===== config.mk =====
export PLATFORM = sky130hd
export DESIGN_NAME = vr_serialiser
export DESIGN_NICKNAME = d
export VERILOG_FILES = /design/src/rtl/vr_serialiser.sv
export SDC_FILE = /design/constraint.sdc
export NUM_CORES = 1
export LEC_CHECK = 0
export CAP_MARGIN = 20
export CORE_ASPECT_RATIO = 0.75
export CORE_MARGIN = 5
export CORE_UTILIZATION = 52
export DETAILED_ROUTE_END_ITERATION = 10
export PLACE_DENSITY = 0.9
export SLEW_MARGIN = 20
export SYNTH_ARGS = -nofsm -noshare
export SYNTH_HDL_FRONTEND = slang
export SYNTH_SLANG_ARGS = --single-unit

===== constraint.sdc =====
create_clock -name clk -period 3.8 [get_ports clk]
set_clock_uncertainty 0.15 [all_clocks]
set_input_delay 1.14 -clock clk [delete_from_list [all_inputs] [get_ports clk]]
set_output_delay 1.14 -clock clk [all_outputs]
set_load 0.03 [all_outputs]

===== src/rtl/vr_serialiser.sv =====
// vr_serialiser: splits IN_W-bit words into RATIO chunks of OUT_W bits,
// LSB chunk first, over valid/ready handshakes on both sides. A word can be
// accepted in the same cycle as the final chunk of the previous word leaves,
// so back-to-back words stream without bubble cycles.
module vr_serialiser #(
   parameter int IN_W  = 32,
   parameter int OUT_W = 8,
   parameter int RATIO = IN_W / OUT_W,
   parameter int CNT_W = (RATIO > 1) ? $clog2(RATIO) : 1
) (
   input  logic             clk,
   input  logic             rst,
   input  logic             en,
   input  logic [IN_W-1:0]  in_data,
   input  logic             in_valid,
   output logic             in_ready,
   output logic [OUT_W-1:0] out_data,
   output logic             out_valid,
   input  logic             out_ready,
   output logic             out_last
);

   typedef enum logic {
      IDLE = 1'b0,   // no word held
      SEND = 1'b1    // word held, chunks pending
   } state_e;

   localparam logic [CNT_W-1:0] LAST_CNT = CNT_W'(RATIO - 1);

   state_e           state_q, state_d;
   logic [CNT_W-1:0] cnt_q,   cnt_d;
   logic [IN_W-1:0]  hold_q,  hold_d;
   logic [IN_W-1:0]  shifted;
   logic             is_last;

   assign is_last = (cnt_q == LAST_CNT);

   // Bring the current chunk down to the bottom of the holding register.
   always_comb begin
      shifted = hold_q >> (OUT_W * int'(cnt_q));
   end

   // Next-state and output decode; everything is gated by rst and en.
   always_comb begin
      // NOTE: every signal written here gets a default first, so no path
      // through the branches below can leave one unassigned and infer a latch.
      state_d   = state_q;
      cnt_d     = cnt_q;
      hold_d    = hold_q;
      in_ready  = 1'b0;
      out_valid = 1'b0;
      out_last  = 1'b0;
      out_data  = '0;

      if (!rst) begin
         if (state_q == SEND) begin
            out_data = shifted[OUT_W-1:0];
         end
         if (en) begin
            unique case (state_q)
               IDLE: begin
                  in_ready = 1'b1;
                  if (in_valid) begin
                     hold_d  = in_data;
                     cnt_d   = '0;
                     state_d = SEND;
                  end
               end
               SEND: begin
                  out_valid = 1'b1;
                  out_last  = is_last;
                  // Only the final chunk frees the holding register, and only
                  // if it is leaving this very cycle.
                  in_ready  = out_ready & is_last;
                  if (out_ready) begin
                     if (is_last) begin
                        cnt_d = '0;
                        if (in_valid) begin
                           hold_d = in_data;
                        end else begin
                           state_d = IDLE;
                        end
                     end else begin
                        cnt_d = cnt_q + CNT_W'(1);
                     end
                  end
               end
               default: begin
                  state_d = IDLE;
               end
            endcase
         end
      end
   end

   // State, chunk counter and holding register with synchronous reset.
   always_ff @(posedge clk) begin
      // NOTE: non-blocking assignments here so every register samples the
      // pre-edge values computed above, independent of statement order.
      if (rst) begin
         state_q <= IDLE;
         cnt_q   <= '0;
         // NOTE: the holding register is cleared too, so nothing of a
         // discarded word can be observed after reset.
         hold_q  <= '0;
      end else begin
         state_q <= state_d;
         cnt_q   <= cnt_d;
         hold_q  <= hold_d;
      end
   end

endmodule


==> results of run 1 <==
[how the worst max path moves through the flow]
| stage | start | endpoint | slack (ns) |
|---|---|---|---|
| 3_5_place_dp | rst | out_last | 0.16 |
| 3_3_place_gp | rst | out_last | 0.21 |
| 4_1_cts | rst | out_last | 0.16 |
| 2_1_floorplan | rst | out_last | 0.12 |
| 6_report | rst | out_last | 0.17 |
| 5_1_grt | rst | out_last | 0.06 |
[cells in the final DEF (no fill, tap or decap), types with 2 or more instances in the layout]
master / n
sky130_fd_sc_hd__ha_1: 2
sky130_fd_sc_hd__nand2b_1: 64
sky130_fd_sc_hd__clkdlybuf4s50_1: 36
sky130_fd_sc_hd__nor2b_1: 8
sky130_fd_sc_hd__a31oi_1: 2
sky130_fd_sc_hd__o21ai_0: 2
sky130_fd_sc_hd__nand3b_1: 2
sky130_fd_sc_hd__mux2i_1: 32
sky130_fd_sc_hd__clkbuf_1: 2
sky130_fd_sc_hd__buf_4: 14
sky130_fd_sc_hd__nor2_1: 2
sky130_fd_sc_hd__nand2_1: 4
sky130_fd_sc_hd__mux4_2: 8
sky130_fd_sc_hd__dfxtp_1: 35
sky130_fd_sc_hd__clkbuf_8: 5
[sequential cells by signal, summed over array words and instances (netlist names)]
register and count:
hold_q 32, cnt_q 2, state_q 1
[per-stage QoR]
stage	utilization (%)	area [um2]
2_1_floorplan	-	1900
3_3_place_gp	65.8	2360
3_5_place_dp	65.8	2360
4_1_cts	68.1	2440
5_1_grt	68.1	2440
6_report	68.1	2440
[layout make-up]
class / count / area share (%)
Multi-Input combinational cell: 135 / 45.3
Tap cell: 52 / 2.66
Clock inverter: 1 / 0.205
Clock buffer: 7 / 3.12
Sequential cell: 35 / 28.7
Inverter: 1 / 0.154
Timing Repair Buffer: 51 / 19.9
[worst max-delay path: cells and delay by family]
family / cells / cell delay [ns]
and+or+nand+nor: 3 / 0.61
buffers and inverters: 2 / 0.60
[metal layers]
metal | part of all wire (%) | wire length (um) | vias up
met5 | 0 | 0 | -
met4 | 0.82 | 29 | 0
met3 | 5.7 | 201 | 4
met2 | 44 | 1540 | 31
met1 | 50 | 1760 | 614
li1 | - | - | 705
[where the power goes]
group | switching (mW) | internal, mW
Sequential | 0.0117 | 0.385
Clock | 0.129 | 0.128
Combinational | 0.0433 | 0.0769
Total | 0.184 | 0.590
[synth_stat cells, drive strengths merged]
master	count
a211oi	1
a21oi	2
a31oi	2
and2	1
and2b	1
buf	5
clkbuf	7
dfxtp	35
ha	2
inv	1
mux2i	32
mux4	8
nand2	5
nand2b	64
nand3	1
nand3b	2
nand4	1
nor2	2
nor2b	8
o21ai	2
or2b	1
[kinds of logic (layout without fill, tap and decap cells)]
family | after synthesis | count (layout) | share of synthesized area (%)
buffers and inverters | 13 | 60 | 4.75
flip-flops | 35 | 35 | 36.9
adder cells (fa/ha/maj) | 2 | 2 | 1.32
AND/OR/NAND/NOR | 86 | 86 | 27.9
AO/OA/AOI/OAI | 7 | 7 | 2.70
multiplexers | 40 | 40 | 26.4
==> run summary, run 1 <==
OUTCOME
-------------------------------------------------------------------------------------------------
Status                                                                               finished clean

SYNTH
-------------------------------------------------------------------------------------------------
Share of the synthesized area in the top cell type                                          36.9%
Ranking of synthesized cells by area                                                 sky130_fd_sc_hd__dfxtp_1 (37%), sky130_fd_sc_hd__nand2b_1 (21%), sky130_fd_sc_hd__mux2i_1 (17%)
Syn Nets                                                                                      222
Total standard cell area after synthesis                                              0.00190 mm2
Gate Count Post-Synth                                                                         183
Area leader, netlist                                                                 sky130_fd_sc_hd__dfxtp_1
Post-synthesis sequential area ratio                                                        36.9%
Syn_area_per_cell                                                                        10.4 um2
Number of distinct library cell variants in the gate-level netlist after synthesis             24
Number of synthesis warnings                                                                    0
Number of synthesized register bits                                                            35

LAYOUT
-------------------------------------------------------------------------------------------------
Synthesis-to-layout area growth                                                             28.7%
Final non-filler cell total                                                                   282
Layout cells sized above 1                                                                  13.9%
Area used by multi-input combinational logic                                          0.00111 mm2
Number of antenna diodes                                                                        0
Final #Nets                                                                                   268
Storage element area                                                                      701 um2
Total of fill cells in the finished design                                                    290

PWR
-------------------------------------------------------------------------------------------------
Sum of internal, switching and leakage power                                               774 uW
Static Leakage                                                                           0.898 nW
Peak supply drop                                                                         0.251 mV
Power Density                                                                          317 mW/mm2

DIE
-------------------------------------------------------------------------------------------------
Row count                                                                                      19
Number of top-level pins                                                                       48
Starting utilization of the core area                                                       52.9%
Area of the die                                                                       0.00497 mm2
Chip height                                                                               62.3 um
Horizontal extent of the die                                                              79.8 um
Core Box Area                                                                         0.00359 mm2

WORST SETUP PATH
-------------------------------------------------------------------------------------------------
Worst reg-to-reg path cell count                                                                5
Reg-to-Reg Start                                                                     cnt_q[0]$_SDFFE_PP0P_
Delay of the slowest cell on the worst path                                               0.45 ns
Data required, critical path                                                              2.51 ns
Capturing point of the worst reg2reg path                                            hold_q[6]$_SDFFE_PP0P_
Crit-path max FO                                                                               10
Setup CP Type                                                                              in2out
Slack of the worst reg-to-reg path                                                        1.51 ns
Master of the slowest instance on the critical path                                  sky130_fd_sc_hd__clkdlybuf4s50_1
Worst EP arrival                                                                          2.34 ns
Endpoint class of the critical path                                                   output port
Ordered cell list for the critical path                                              clkdlybuf4s50_1 > or2b_4 > nor2_1 > and2_1 > buf_4
Nature of the critical path startpoint                                                 input port

CLOCK TREE
-------------------------------------------------------------------------------------------------
Sink Count                                                                                     35
Clock latency on the worst-skew pair                                                      0.29 ns
Number of buffers inserted by post-CTS setup repair                                             0
Number of H-tree levels                                                                         2
Number of buffers on the longest clock path                                                     2
Number of buffers created by CTS                                                                5
CTS tree                                                                                      yes
Clock edge transition at the registers on the reported setup and hold paths               0.06 ns
Post-cts sizing count                                                                           0
CTS Hold Buffers Added                                                                          0
Buffer cell driving the clock tree root                                              sky130_fd_sc_hd__clkbuf_8

WORST HOLD PATH
-------------------------------------------------------------------------------------------------
Startpoint of the tightest hold check path                                           hold_q[19]$_SDFFE_PP0P_
Kind of path behind the tightest hold check                                               reg2reg
Hold-critical path endpoint                                                          hold_q[19]$_SDFFE_PP0P_
Number of cells traversed by the worst hold path                                                2

STA
-------------------------------------------------------------------------------------------------
Post-route clock period utilization                                                         95.6%
Final Critical Period                                                                     3.63 ns
Worst rel slew slack                                                                        58.6%
Maximum achievable frequency                                                            0.275 GHz
RSZ-0062 raised after global routing                                                        false
Worst-margin pin slew                                                                    0.620 ns
Setup-failing EPs final                                                                         0
Final worst hold slack                                                                   0.319 ns
Setup total negative slack                                                                   0 ns
Final count of pins violating max slew                                                          0
Setup WS post-layout                                                                     0.169 ns
Final number of hold-violating endpoints                                                        0

GLOBAL ROUTING
-------------------------------------------------------------------------------------------------
Met3 layer usage reported by global route                                                   5.92%
Initial antenna violation count                                                                 0
Largest net degree at the start of global routing                                              68
Global-route track usage on met2                                                            22.6%
Grt peak-use layer                                                                           met2
Number of global-route vias before repair                                                    1356
Total routing usage reported by global routing                                              14.9%
Final global-route overflow total                                                               0
Wire length of the first global-routing pass                                              5.92 mm
GR Util met1                                                                                19.9%

ROUTE
-------------------------------------------------------------------------------------------------
Number of DRC markers after the initial detailed-route iteration                               78
Antenna violation net count after detailed routing                                              0
Average wire per cell in the routed design                                                12.5 um
First-pass iteration count of the detailed router                                               4
Number of vias per cell after detailed routing                                               4.80
Detailed-route via count                                                                     1354
DRT Wirelength                                                                            3.53 mm
Post-detailed-route DRC marker count                                                            0

RUN
-------------------------------------------------------------------------------------------------
Max-cap violations                                                                              0

PLACE
-------------------------------------------------------------------------------------------------
Detail Placement HPWL                                                                     2.44 mm
Minimum setup slack after placement                                                      0.165 ns
Final weighted congestion in routability-driven placement                                   0.813
Number of placed cells counting well taps                                                     274
Buffers on Ports                                                                               47

(Power assumes the default switching activity.)
==> run 2: changes to the inputs <==
--- a/config.mk
+++ b/config.mk
@@ -6,8 +6,8 @@
 export NUM_CORES = 1
 export LEC_CHECK = 0
 export CAP_MARGIN = 20
-export CORE_ASPECT_RATIO = 0.75
-export CORE_MARGIN = 5
+export CORE_ASPECT_RATIO = 0.8
+export CORE_MARGIN = 2
 export CORE_UTILIZATION = 52
 export DETAILED_ROUTE_END_ITERATION = 10
 export PLACE_DENSITY = 0.9
==> run summary, run 2 (synthesis results as in run 1) <==
LAYOUT
------------------------------------------------------------------------------------------
Synthesis-to-layout area growth                                                      28.1%
Layout cells sized above 1                                                           13.9%   unchanged
Registers with the most flip-flops                                            hold_q (32), cnt_q (2), state_q (1)
Leading cell type in the layout, fill and taps excluded                       sky130_fd_sc_hd__nand2b_1
Number of antenna diodes                                                                 0   unchanged
Most flops, register                                                                hold_q
Commonest cells after routing, fill and taps aside                            sky130_fd_sc_hd__nand2b_1 (64), sky130_fd_sc_hd__clkdlybuf4s50_1 (36), sky130_fd_sc_hd__dfxtp_1 (35)
Final non-filler cell total                                                            272   -3.5%
Max FFs per register                                                                    32   unchanged
Post-route standard cell area excluding fillers                                0.00243 mm2   -0.51%
Final #Nets                                                                            268   unchanged

DIE
------------------------------------------------------------------------------------------
Horizontal extent of the die                                                       71.5 um   -10%
Core Box Area                                                                  0.00347 mm2   -3.3%
Chip height                                                                        58.0 um   -6.9%
Number of top-level pins                                                                48   unchanged
Area of the die                                                                0.00415 mm2   -16%
Starting utilization of the core area                                                54.7%   +1.8 points
Row count                                                                               19   unchanged

ROUTE
------------------------------------------------------------------------------------------
Average wire per cell in the routed design                                         12.7 um   +1.3%
First-pass iteration count of the detailed router                                        4   unchanged
DRT Wirelength                                                                     3.45 mm   -2.3%
Number of vias per cell after detailed routing                                        5.01   +4.4%
Post-detailed-route DRC marker count                                                     0   unchanged
Detailed-route via count                                                              1363   +0.66%
Antenna violation net count after detailed routing                                       0   unchanged
Number of DRC markers after the initial detailed-route iteration                       124   +59%

GLOBAL ROUTING
------------------------------------------------------------------------------------------
Number of global-route vias before repair                                             1350   -0.44%
Wire length of the first global-routing pass                                       5.89 mm   -0.59%
Final global-route overflow total                                                        0   unchanged
Largest net degree at the start of global routing                                       68   unchanged
Total routing usage reported by global routing                                       18.2%   +3.4 points
Initial antenna violation count                                                          0   unchanged

STA
------------------------------------------------------------------------------------------
Final number of hold-violating endpoints                                                 0   unchanged
Final Critical Period                                                              3.62 ns   -0.0156 ns
RSZ-0062 raised after global routing                                                 false
Final count of pins violating max slew                                                   0   unchanged
Maximum achievable frequency                                                     0.277 GHz   +0.43%
Final worst hold slack                                                            0.319 ns   -0.0000850 ns
Setup-failing EPs final                                                                  0   unchanged
Post-route clock period utilization                                                  95.2%   -0.41 points
Worst rel slew slack                                                                 58.4%   -0.16 points
Setup total negative slack                                                            0 ns   unchanged
Worst-margin pin slew                                                             0.623 ns   +0.00240 ns

PWR
------------------------------------------------------------------------------------------
Fraction of power spent switching nets                                               23.9%   +0.17 points
Cell-internal power                                                                 590 uW   about the same
Switching pwr                                                                       186 uW   +0.97%
Static Leakage                                                                    0.898 nW   unchanged
Power Density                                                                   319 mW/mm2   +0.76%
Share of power burned in combinational logic                                         15.5%   about the same
Part of the power in registers                                                       51.1%   about the same
Peak supply drop                                                                  0.237 mV   -5.6%
Fraction of power consumed by the clock network                                      33.4%   +0.2 points

WORST SETUP PATH
------------------------------------------------------------------------------------------
Endpoint class of the critical path                                            output port
Setup CP Type                                                                       in2out
Source of the critical timing path                                                     rst
Delay-heaviest family, CP                                                     simple AND/OR/NAND/NOR gates
Reg-to-Reg Start                                                              cnt_q[1]$_SDFFE_PP0P_
Ordered cell list for the critical path                                       clkdlybuf4s50_1 > or2b_4 > nor2_1 > and2_1 > buf_4
Crit-path max FO                                                                        10   unchanged
Master of the slowest instance on the critical path                           sky130_fd_sc_hd__clkdlybuf4s50_1
Worst EP arrival                                                                   2.33 ns   about the same
Nature of the critical path startpoint                                          input port
Delay of the slowest cell on the worst path                                        0.44 ns   about the same
Data required, critical path                                                       2.51 ns   about the same
Buffers and inverters on the worst path                                                  2   unchanged

CLOCK TREE
------------------------------------------------------------------------------------------
Clock latency on the worst-skew pair                                               0.28 ns   about the same
Sink Count                                                                              35   unchanged
Post-cts sizing count                                                                    0   unchanged
Number of buffers inserted by post-CTS setup repair                                      0   unchanged
Number of buffers created by CTS                                                         5   unchanged
CTS tree                                                                               yes
Buffer cell driving the clock tree root                                       sky130_fd_sc_hd__clkbuf_8
Number of H-tree levels                                                                  2   unchanged
Number of buffers on the longest clock path                                              2   unchanged
Clock edge transition at the registers on the reported setup and hold paths        0.07 ns   about the same
CTS Hold Buffers Added                                                                   0   unchanged

PLACE
------------------------------------------------------------------------------------------
Buffers on Ports                                                                        47   unchanged
Area after DPL                                                                 0.00235 mm2   -0.53%
Number of placed cells counting well taps                                              264   -3.6%
Final weighted congestion in routability-driven placement                            0.686   -16%
Detail Placement HPWL                                                              2.36 mm   -3.2%

WORST HOLD PATH
------------------------------------------------------------------------------------------
Kind of path behind the tightest hold check                                        reg2reg
Startpoint of the tightest hold check path                                    hold_q[7]$_SDFFE_PP0P_

RUN
------------------------------------------------------------------------------------------
Max-cap violations                                                                       0   unchanged

OUTCOME
------------------------------------------------------------------------------------------
Status                                                                        finished clean

[run 2: cell counts in the layout (fill, tap and decap cells not counted)]
No cell type changed its count.
[run 2: cell type report]
type,instances,area (um2)
sequential,35,701
inverter,1,3.75
clock buffer,7,76.3
fill,279,1040
multi-input combinational,135,1110
timing repair buffer,51,485
tap,42,52.6
clock inverter,1,5.00
[run 2: worst register-to-register path: cells and delay by family (launching register included)]
family | cells | cell delay, ns
muxes | 1 | 0.23
AOI/OAI and AO/OA | 1 | 0.48
adders and majority gates | 1 | 0.21
DFF | 1 | 0.62
buffers and inverters | 2 | 0.50
and+or+nand+nor | 1 | 0.09
[run 2: path summary, 6_finish.rpt]
path / to / slack, ns / cells past startpoint
worst max-delay path: out_last / 0.18 / 5
worst min-delay path: hold_q[7]$_SDFFE_PP0P_ / 0.32 / 2
worst max register to register: hold_q[4]$_SDFFE_PP0P_ / 1.44 / 6
worst min register to register: hold_q[7]$_SDFFE_PP0P_ / 0.32 / 2
[run 2: through the flow]
| step | worst slack, ns | power [mW] | utilization [%] |
|---|---|---|---|
| global placement | 0.209 | 0.523 | 67.7 |
| CTS | 0.175 | 0.785 | 70.0 |
| floorplan | 0.117 | 0.474 | - |
| global route | 0.126 | 0.813 | 70.0 |
| detailed placement | 0.176 | 0.526 | 67.7 |
| finish | 0.184 | 0.776 | 70.0 |
[run 2: power groups by stage]
stage	Combinational [mW]	Sequential [mW]	Clock (mW)
2_1_floorplan	0.0736	0.400	0
3_3_place_gp	0.120	0.404	0
3_5_place_dp	0.121	0.405	0
4_1_cts	0.122	0.396	0.267
5_1_grt	0.132	0.399	0.282
6_report	0.121	0.396	0.259
[run 2: metal layers]
metal  share of wire (%)  global-route usage [%]
met1                  47                    22.4
met2                  47                    30.8
met3                 5.1                    5.22
met4                 1.0                    6.47
met5                   0                       0
